$ cat src/rtl/cam_kv_table.sv
// cam_kv_table: key/value CAM with FIFO-buffered update and lookup streams,
// free-slot allocation, delete, and drop-or-evict handling when the table is full.
module cam_kv_fifo #(
   parameter int W = 8,
   parameter int D = 4
) (
   input  logic                clk,
   input  logic                rst,
   input  logic                push,
   input  logic [W-1:0]        din,
   input  logic                pop,
   output logic [W-1:0]        dout,
   output logic [$clog2(D):0]  count
);
   localparam int AW = $clog2(D);
   logic [W-1:0]  mem_q [D];
   logic [W-1:0]  mem_d [D];
   logic [AW-1:0] wr_q, wr_d, rd_q, rd_d;
   logic [AW:0]   cnt_q, cnt_d;
   always_comb begin
      mem_d = mem_q;
      if (push) mem_d[wr_q] = din;
      wr_d  = wr_q + AW'(push);
      rd_d  = rd_q + AW'(pop);
      cnt_d = cnt_q + (AW+1)'(push) - (AW+1)'(pop);
   end
   always_ff @(posedge clk) begin
      if (rst) begin
         mem_q <= '{default: '0};
         wr_q  <= '0;
         rd_q  <= '0;
         cnt_q <= '0;
      end else begin
         mem_q <= mem_d;
         wr_q  <= wr_d;
         rd_q  <= rd_d;
         cnt_q <= cnt_d;
      end
   end
   assign dout  = mem_q[rd_q];
   assign count = cnt_q;
endmodule

module cam_kv_table #(
   parameter int TABLE_SIZE        = 16,
   parameter int KEY_SIZE          = 8,
   parameter int VALUE_SIZE        = 32,
   parameter int UPDATE_USER_WIDTH = 4,
   parameter int LOOKUP_USER_WIDTH = 4,
   parameter int FIFO_DEPTH        = 4,
   parameter int EVICT_ON_FULL     = 0
) (
   input  logic                               clk,
   input  logic                               rst,
   input  logic                               s_update_req_op,
   input  logic [KEY_SIZE-1:0]                s_update_req_index,
   input  logic [VALUE_SIZE-1:0]              s_update_req_data,
   input  logic [UPDATE_USER_WIDTH-1:0]       s_update_req_user,
   input  logic                               s_update_req_valid,
   output logic                               s_update_req_ready,
   input  logic [KEY_SIZE-1:0]                s_lookup_req_index,
   input  logic [LOOKUP_USER_WIDTH-1:0]       s_lookup_req_user,
   input  logic                               s_lookup_req_valid,
   output logic                               s_lookup_req_ready,
   output logic [VALUE_SIZE-1:0]              m_lookup_value_data,
   output logic                               m_lookup_value_hit,
   output logic [LOOKUP_USER_WIDTH-1:0]       m_lookup_value_user,
   output logic                               m_lookup_value_valid,
   input  logic                               m_lookup_value_ready,
   output logic [$clog2(TABLE_SIZE+1)-1:0]    occupancy,
   output logic                               update_drop,
   output logic                               update_evict
);
   localparam int TW = $clog2(TABLE_SIZE);
   localparam int OW = $clog2(TABLE_SIZE + 1);
   localparam int FAW = $clog2(FIFO_DEPTH);
   localparam int UW = 1 + KEY_SIZE + VALUE_SIZE + UPDATE_USER_WIDTH;
   localparam int LW = KEY_SIZE + LOOKUP_USER_WIDTH;
   localparam int RW = VALUE_SIZE + 1 + LOOKUP_USER_WIDTH;
   localparam logic [FAW:0] DEPTH = (FAW+1)'(FIFO_DEPTH);

   logic [UW-1:0]                u_dout;
   logic [FAW:0]                 u_count;
   logic                         u_pop;
   logic                         u_op;
   logic [KEY_SIZE-1:0]          u_key;
   logic [VALUE_SIZE-1:0]        u_val;
   logic [UPDATE_USER_WIDTH-1:0] upd_user_unused;
   logic [LW-1:0]                l_dout;
   logic [FAW:0]                 l_count;
   logic                         l_pop;
   logic [KEY_SIZE-1:0]          l_key;
   logic [LOOKUP_USER_WIDTH-1:0] l_user;
   logic                         l_hit;
   logic [VALUE_SIZE-1:0]        l_val;
   logic [RW-1:0]                o_dout;
   logic [FAW:0]                 o_count;
   logic                         o_push, o_pop, o_has, load;

   logic [TABLE_SIZE-1:0]        valid_q, valid_d;
   logic [KEY_SIZE-1:0]          key_q [TABLE_SIZE];
   logic [KEY_SIZE-1:0]          key_d [TABLE_SIZE];
   logic [VALUE_SIZE-1:0]        val_q [TABLE_SIZE];
   logic [VALUE_SIZE-1:0]        val_d [TABLE_SIZE];
   logic [TW-1:0]                victim_q, victim_d;
   logic [OW-1:0]                occ_q, occ_d;
   logic                         drop_q, drop_d, evict_q, evict_d;
   logic                         u_hit, u_free;
   logic [TW-1:0]                u_idx, free_idx;
   logic                         pipe_v_q, pipe_v_d;
   logic [RW-1:0]                pipe_q, pipe_d;
   logic                         m_v_q, m_v_d;
   logic [RW-1:0]                m_res_q, m_res_d;

   assign s_update_req_ready = u_count < DEPTH;
   assign s_lookup_req_ready = l_count < DEPTH;

   cam_kv_fifo #(.W(UW), .D(FIFO_DEPTH)) u_fifo (
      .clk(clk), .rst(rst),
      .push(s_update_req_valid && s_update_req_ready),
      .din({s_update_req_op, s_update_req_index, s_update_req_data, s_update_req_user}),
      .pop(u_pop), .dout(u_dout), .count(u_count)
   );
   cam_kv_fifo #(.W(LW), .D(FIFO_DEPTH)) l_fifo (
      .clk(clk), .rst(rst),
      .push(s_lookup_req_valid && s_lookup_req_ready),
      .din({s_lookup_req_index, s_lookup_req_user}),
      .pop(l_pop), .dout(l_dout), .count(l_count)
   );
   cam_kv_fifo #(.W(RW), .D(FIFO_DEPTH)) o_fifo (
      .clk(clk), .rst(rst),
      .push(o_push), .din(pipe_q),
      .pop(o_pop), .dout(o_dout), .count(o_count)
   );

   assign {u_op, u_key, u_val, upd_user_unused} = u_dout;
   assign {l_key, l_user} = l_dout;
   assign u_pop = u_count != '0;

   // Descending scan leaves the lowest-index free slot in free_idx.
   always_comb begin
      u_hit    = 1'b0;
      u_idx    = '0;
      u_free   = 1'b0;
      free_idx = '0;
      for (int i = TABLE_SIZE - 1; i >= 0; i--) begin
         if (valid_q[i] && key_q[i] == u_key) begin
            u_hit = 1'b1;
            u_idx = TW'(i);
         end
         if (!valid_q[i]) begin
            u_free   = 1'b1;
            free_idx = TW'(i);
         end
      end
      valid_d  = valid_q;
      key_d    = key_q;
      val_d    = val_q;
      victim_d = victim_q;
      occ_d    = occ_q;
      drop_d   = 1'b0;
      evict_d  = 1'b0;
      if (u_pop && u_op && u_hit) begin
         valid_d[u_idx] = 1'b0;
         occ_d          = occ_q - OW'(1);
      end else if (u_pop && !u_op && u_hit) begin
         val_d[u_idx] = u_val;
      end else if (u_pop && !u_op && u_free) begin
         valid_d[free_idx] = 1'b1;
         key_d[free_idx]   = u_key;
         val_d[free_idx]   = u_val;
         occ_d             = occ_q + OW'(1);
      end else if (u_pop && !u_op && EVICT_ON_FULL != 0) begin
         key_d[victim_q] = u_key;
         val_d[victim_q] = u_val;
         evict_d         = 1'b1;
         victim_d        = (victim_q == TW'(TABLE_SIZE - 1)) ? '0 : victim_q + TW'(1);
      end else begin
         drop_d = u_pop && !u_op;
      end
   end

   // Lookups only enter the pipe when the output FIFO can absorb everything in flight.
   always_comb begin
      l_hit = 1'b0;
      l_val = '0;
      for (int i = 0; i < TABLE_SIZE; i++) begin
         if (valid_q[i] && key_q[i] == l_key) begin
            l_hit = 1'b1;
            l_val = val_q[i];
         end
      end
      l_pop    = (l_count != '0) && ((o_count + (FAW+1)'(pipe_v_q)) < DEPTH);
      pipe_v_d = l_pop;
      pipe_d   = l_pop ? {l_val, l_hit, l_user} : pipe_q;
   end

   always_comb begin
      load    = !m_v_q || m_lookup_value_ready;
      o_has   = o_count != '0;
      o_pop   = load && o_has;
      o_push  = pipe_v_q && !(load && !o_has);
      m_v_d   = load ? (o_has || pipe_v_q) : m_v_q;
      m_res_d = !load ? m_res_q : o_has ? o_dout : pipe_q;
   end

   always_ff @(posedge clk) begin
      if (rst) begin
         valid_q  <= '0;
         key_q    <= '{default: '0};
         val_q    <= '{default: '0};
         victim_q <= '0;
         occ_q    <= '0;
         drop_q   <= 1'b0;
         evict_q  <= 1'b0;
         pipe_v_q <= 1'b0;
         pipe_q   <= '0;
         m_v_q    <= 1'b0;
         m_res_q  <= '0;
      end else begin
         valid_q  <= valid_d;
         key_q    <= key_d;
         val_q    <= val_d;
         victim_q <= victim_d;
         occ_q    <= occ_d;
         drop_q   <= drop_d;
         evict_q  <= evict_d;
         pipe_v_q <= pipe_v_d;
         pipe_q   <= pipe_d;
         m_v_q    <= m_v_d;
         m_res_q  <= m_res_d;
      end
   end

   assign {m_lookup_value_data, m_lookup_value_hit, m_lookup_value_user} = m_res_q;
   assign m_lookup_value_valid = m_v_q;
   assign occupancy            = occ_q;
   assign update_drop          = drop_q;
   assign update_evict         = evict_q;
endmodule

$ cat config.mk
export PLATFORM = sky130hd
export DESIGN_NAME = cam_kv_table
export DESIGN_NICKNAME = d
export VERILOG_FILES = /design/src/rtl/cam_kv_table.sv
export SDC_FILE = /design/constraint.sdc
export NUM_CORES = 2
export LEC_CHECK = 0
export CELL_PAD_IN_SITES_DETAIL_PLACEMENT = 1
export CELL_PAD_IN_SITES_GLOBAL_PLACEMENT = 1
export CORE_MARGIN = 1
export CORE_UTILIZATION = 52
export DETAILED_ROUTE_END_ITERATION = 12
export GPL_TIMING_DRIVEN = 1
export PLACE_DENSITY = 0.95
export SETUP_SLACK_MARGIN = 0.2
export SLEW_MARGIN = 20
export SYNTH_ARGS = -nofsm -noshare
export SYNTH_HDL_FRONTEND = slang
export SYNTH_SLANG_ARGS = --single-unit
$ cat constraint.sdc
create_clock -name clk -period 9.2 [get_ports clk]
set_input_delay 1.84 -clock clk [delete_from_list [all_inputs] [get_ports clk]]
set_output_delay 1.84 -clock clk [all_outputs]
set_load 0.03 [all_outputs]
Yosys cells after proc, flatten, opt, wreduce, memory -nomap -nowiden
Index checks and enable logic that the tools add are counted.
Word-level totals
  register bits: 1135
  output and inout port bits: 47
Cells by class
  add/subtract/negate cells: 15
  magnitude comparators: 20
  eq/ne operators: 33
  muxes and demuxes: 136
  bitwise gates (word level): 13
  reductions and logical operators: 65
Operator list (number)
  512-bit bitwise mux: 2
  512-bit two-way mux: 2
  32-bit two-way mux: 18
  32-bit demux with 4-bit select: 2
  8-bit == test: 32
  180-bit bitwise mux: 1
  148-bit bitwise mux: 1
  37-bit two-way mux: 4
  45-bit two-way mux: 3
  128-bit bitwise mux: 1
  4-bit two-way mux: 32
  45-bit binary-select mux with 2-bit select: 1
  45-bit demux with 2-bit select: 1
  37-bit binary-select mux with 2-bit select: 1
  37-bit demux with 2-bit select: 1
  1-bit logical AND: 50
  1-bit two-way mux: 50
  48-bit bitwise mux: 1
  16-bit two-way mux: 3
  12-bit two-way mux: 3
  8-bit demux with 4-bit select: 1
  12-bit binary-select mux with 2-bit select: 1
  12-bit demux with 2-bit select: 1
  3-bit >= comparator, second input constant: 6
  28 further kinds: 64

Longest topological paths before layout
  word-level depth: 29
  gate-level depth with buffers: 19

By module
A second synthesis with hierarchy kept.
Second synthesis, totals
  cell total of the unflattened synthesis: 5463
  area, all modules: 54267.0 µm²
Modules (own cells, without submodules)
  cam_kv_table: times used 1, cells each 3936, area each 36217.2 µm²
  cam_kv_fifo at u_fifo: times used 1, cells each 719, area each 8511.9 µm²
  cam_kv_fifo at o_fifo: times used 1, cells each 595, area each 7039.3 µm²
  cam_kv_fifo at l_fifo: times used 1, cells each 213, area each 2498.6 µm²

Worst setup path after synthesis
No wires, ideal clock.
  path type: in2reg
  start: input m_lookup_value_ready
  end: register o_fifo.cnt_q[2], in the netlist o_fifo.count[2]
  library setup time: 0.128 ns
  arrival: 3.916 ns
  setup slack: 5.156 ns
  cell stages on the path: 12
  path through: nand2b_1 -> clkbuf_1 -> clkbuf_1 -> nor2b_1 -> ha_1 -> inv_1 -> ha_1 -> inv_1 -> fa_1 -> xor2_1 -> xnor2_1 -> nor2_1
Between the ends
  cells in the longest elaborated chain, start to end: 6
  elaborated cells between the ends (all ways): 7
  those cells by class: 2 x add/sub; 5 x reduce/logical
RTL lines
  from (decl): line 69  | input logic m_lookup_value_ready,
  1-bit logical OR (*): line 199  | load = !m_v_q || m_lookup_value_ready;
  1-bit logical AND: line 202  | o_push = pipe_v_q && !(load && !o_has);
  1-bit logical NOT: line 202
  1-bit logical AND: line 202
  3-bit by 1-bit adder with 3-bit output: line 25  | cnt_d = cnt_q + (AW+1)'(push) - (AW+1)'(pop);
  3-bit by 1-bit subtractor with 3-bit output (*): line 25
  to (signal assigned): line 37  | cnt_q <= cnt_d;
  to (decl): line 19  | logic [AW:0] cnt_q, cnt_d;
Mark *: on every way between the ends. The rest lies on a longest branch, timed or not.
A chain may end at the register's enable or synchronous reset.

Final worst setup path
  start: register u_fifo.rd_q[0]
  end: register val_q[291] (netlist name)
Between the ends
  cells in the longest elaborated chain, start to end: 29
  elaborated cells between the ends (all ways): 87
  those cells by class: 2 x order compare; 16 x eq/ne; 41 x mux; 3 x bitwise; 25 x reduce/logical
RTL lines
  from (decl): line 18  | logic [AW-1:0] wr_q, wr_d, rd_q, rd_d;
  from (signal assigned): line 36  | rd_q <= rd_d;
  2-bit inverter with 3-bit output (not written as such) (*): line 40  | assign dout = mem_q[rd_q];
  45-bit binary-select mux with 2-bit select (*): line 40
  45-bit two-way mux (not written as such) (*) (2 in a row): line 40
  8-bit == test: line 147  | if (valid_q[i] && key_q[i] == u_key) begin
  1-bit logical AND: line 147
  4-bit two-way mux (16 in a row): line 147
  4-bit inverter with 5-bit output (not written as such): line 167  | val_d[u_idx] = u_val;
  5-bit >= comparator (not written as such) or 5-bit by 1-bit < comparator with 1-bit output (tied branches): line 167
  1-bit logical AND (not written as such): line 167
  32-bit two-way mux (not written as such): line 167
  32-bit demux with 4-bit select: line 167
  512-bit bitwise mux: line 167
  512-bit two-way mux: line 166  | end else if (u_pop && !u_op && u_hit) begin
  to (signal assigned): line 223  | val_q <= val_d;
  to (decl): line 103  | logic [VALUE_SIZE-1:0] val_q [TABLE_SIZE];
Mark *: on every way between the ends. The rest lies on a longest branch, timed or not. The select of a mux whose other input is x is not followed.

==> out/results.txt <==
status: completed
initial antenna violation count: 6
Fin Clk Skew: 45.86 ps
final period utilization: 0.7239
FFs w/ async S/R, synth: 0
DRC: 0
Synth cell types: 86
first-pass GRT wire length: 298100 um
CP peak stage delay: 930 ps
die area: 98300 um^2
CTS tree: built
setup TNS: 0 ps
# Post-CTS Setup Buffers: 0
Required @ worst endpoint: 9840 ps
# setup viols final: 0
GRT Residual Overflow: 0
slew margin rel.: 0.1148
Root Buffer: clkbuf_16
via/cell ratio: 6.795
CORE AREA: 95580 um^2
Syn Area/Cell: 8.923 um^2
CP cell instances: buf_4 -> mux4_2 -> buf_4 -> xnor2_1 -> nand4_1 -> nor3_1 -> and4bb_2 -> nand4_1 -> nor2_1 -> buf_4 -> nand3_1 -> o21a_2 -> buf_4 -> mux2i_1
GPL Wtd Cong: 0.9339
number of flops mapped to enable cells by yosys: 0
Most common cell on crit path: buf_4
Net Count, Synth: 5737
number of top-level pins: 109
DIE WIDTH: 313.5 um
share of cells above drive strength 1: 0.08016
vias after detailed routing: 46490
worst-skew pair later-pin latency: 750 ps
NumNets Final: 5565
Longest Clk Path Bufs: 3
Hold Path Class: reg -> reg
Max VDD drop: 0.0002341 V
flops & latches, synth: 1119
predominant post-synthesis flop cell: dfxtp_1
CTS clk-pin slew, worst paths: 70 ps
Power per Cell Area: 238.6 nW/um^2
cell family with most CP delay: simple AND/OR/NAND/NOR gates
post-synth top area share: 0.4439
endpoints failing hold: 0
final worst path period need: 6660 ps
drt first pass iters: 9
MaxCap Viol Count: 0
Worst Setup Path Type: reg -> reg
Routed WL: 193900 um
CTS Buf Count: 113
GR Util All Layers: 0.3856
synth top area cells: dfxtp_1 (44%), mux2i_1 (13%), nand2_1 (10%)
hold wc startpoint: u_fifo.mem_q[104]
synth cell count leaders: nand2_1 (1343), dfxtp_1 (1119), mux2i_1 (670), a21oi_1 (498), nor2_1 (350)
Worst Tran Pin Value: 1328 ps
vias in the first global route: 49990
most common cell in the netlist: nand2_1
dpl hpwl: 105100 um
Cell Rows: 113
PortBufs: 103
Lkg Pwr: 21.79 nW
cts hold-fix bufs: 0
Die Y-Extent: 313.5 um
RSZ-0062 raised after global routing: false
CTS Sinks: 1119
register area share after synthesis: 0.4439
Synth Instances: 5656
Initial Util: 0.5280
mapped cell area: 50470 um^2
ANT nets after route: 0
Avg WL per Cell: 28.34 um
largest area contributor in the netlist: dfxtp_1
fin. max-slew vios: 0
YS warnings: 0
largest net degree at the start of global routing: 239
P&R area growth vs syn: 10.44%
Crit. Startpoint: u_fifo.rd_q[0]
Worst Setup End Kind: register
r2r setup slk: 2540 ps
crit start category: register
CP max FO: 38
Max Freq: 0.1502 GHz
PostCTS Resize Cnt: 0
Worst R2R Start: u_fifo.rd_q[0]
DR iter-0 viols: 5619
CP max-delay cell: nor3_1
Post-Route Utilization: 0.5831
Buf+Inv Stages, Crit Path: 4
H-tree depth: 3
Arr. time, crit path: 7300 ps
[flip-flops by register name (all words and copies together) (netlist names), 3 cells and up]
signal and count:
valid_q 16, o_fifo.mem_q 148, u_fifo.mem_q 164, u_fifo.count 3, val_q 512, m_res_q 37, o_fifo.count 3, l_fifo.mem_q 48
l_fifo.count 3, key_q 128, pipe_q 37, occupancy 5
[path summary, 6_finish.rpt]
path / end / cells past startpoint
setup reg to reg: val_q[291] / 14
hold reg to reg: u_fifo.mem_q[104] / 2
setup / recovery: val_q[291] / 14
hold / removal: u_fifo.mem_q[104] / 2
[metal layers]
metal	track usage	share of wire
met1	0.4440	0.37
met4	0.2340	0.064
met2	0.6443	0.47
met5	0	0.00028
met3	0.09810	0.096
[metrics by stage]
step | cell area (um^2) | hold slack, ps | setup WS (ps) | std cells | total power, mW
2_1_floorplan | 50470 | 429.9 | 5156 | 5656 | 7.371
3_3_place_gp | 51910 | 438.3 | 3362 | 6633 | 8.110
3_5_place_dp | 51910 | 446.3 | 3093 | 6633 | 8.281
4_1_cts | 55700 | 454.8 | 2831 | 6840 | 13.15
5_1_grt | 55730 | 468.2 | 2406 | 6841 | 13.60
6_report | 55730 | 451.3 | 2540 | 6842 | 13.30
[final cells by class]
cell class / instances / area, um^2
tap: 1265 / 1583
timing repair buffer: 189 / 1710
sequential: 1119 / 22410
multi-input combinational: 4023 / 26090
fill: 10710 / 39840
antenna: 1 / 2.502
inverter: 38 / 150.1
clock inverter: 35 / 405.4
clock buffer: 172 / 3379
[worst min-delay path, stage by stage (launching register included)]
cell,delay [ps]
dfxtp_1,300
nand2_1,50
a21oi_1,50
[kinds of logic (layout without fill, tap and decap cells)]
group	count (synthesis)	count (layout)	share of synthesized area
AOI/OAI and AO/OA	890	890	0.1128
xor gates and xnor gates	269	269	0.04683
other	1	2	0.00007431
buffers and inverters	514	434	0.04445
muxes	762	762	0.1735
DFF	1119	1119	0.4439
and+or+nand+nor	2082	2082	0.1732
adders and majority gates	19	19	0.005306
[cells in the final DEF, fill, tap and decap left out, drive strengths merged, types with 50 or more instances in the layout]
cell type / n
clkbuf: 172
mux2i: 670
dfxtp: 1119
nor2: 350
o221ai: 52
buf: 87
a211oi: 55
xnor2: 241
mux4: 90
nor3: 50
o21ai: 66
a221oi: 51
clkdlybuf4s50: 102
nand2: 1343
nand3: 105
a21oi: 500
[power breakdown]
group / leakage, nW / internal, mW / switching (mW) / total [mW]
sequential: 9.03 / 5.03 / 0.258 / 5.29
combinational: 10.9 / 1.06 / 2.12 / 3.18
clock: 1.87 / 2.68 / 2.15 / 4.83
(Power assumes the default switching activity.)
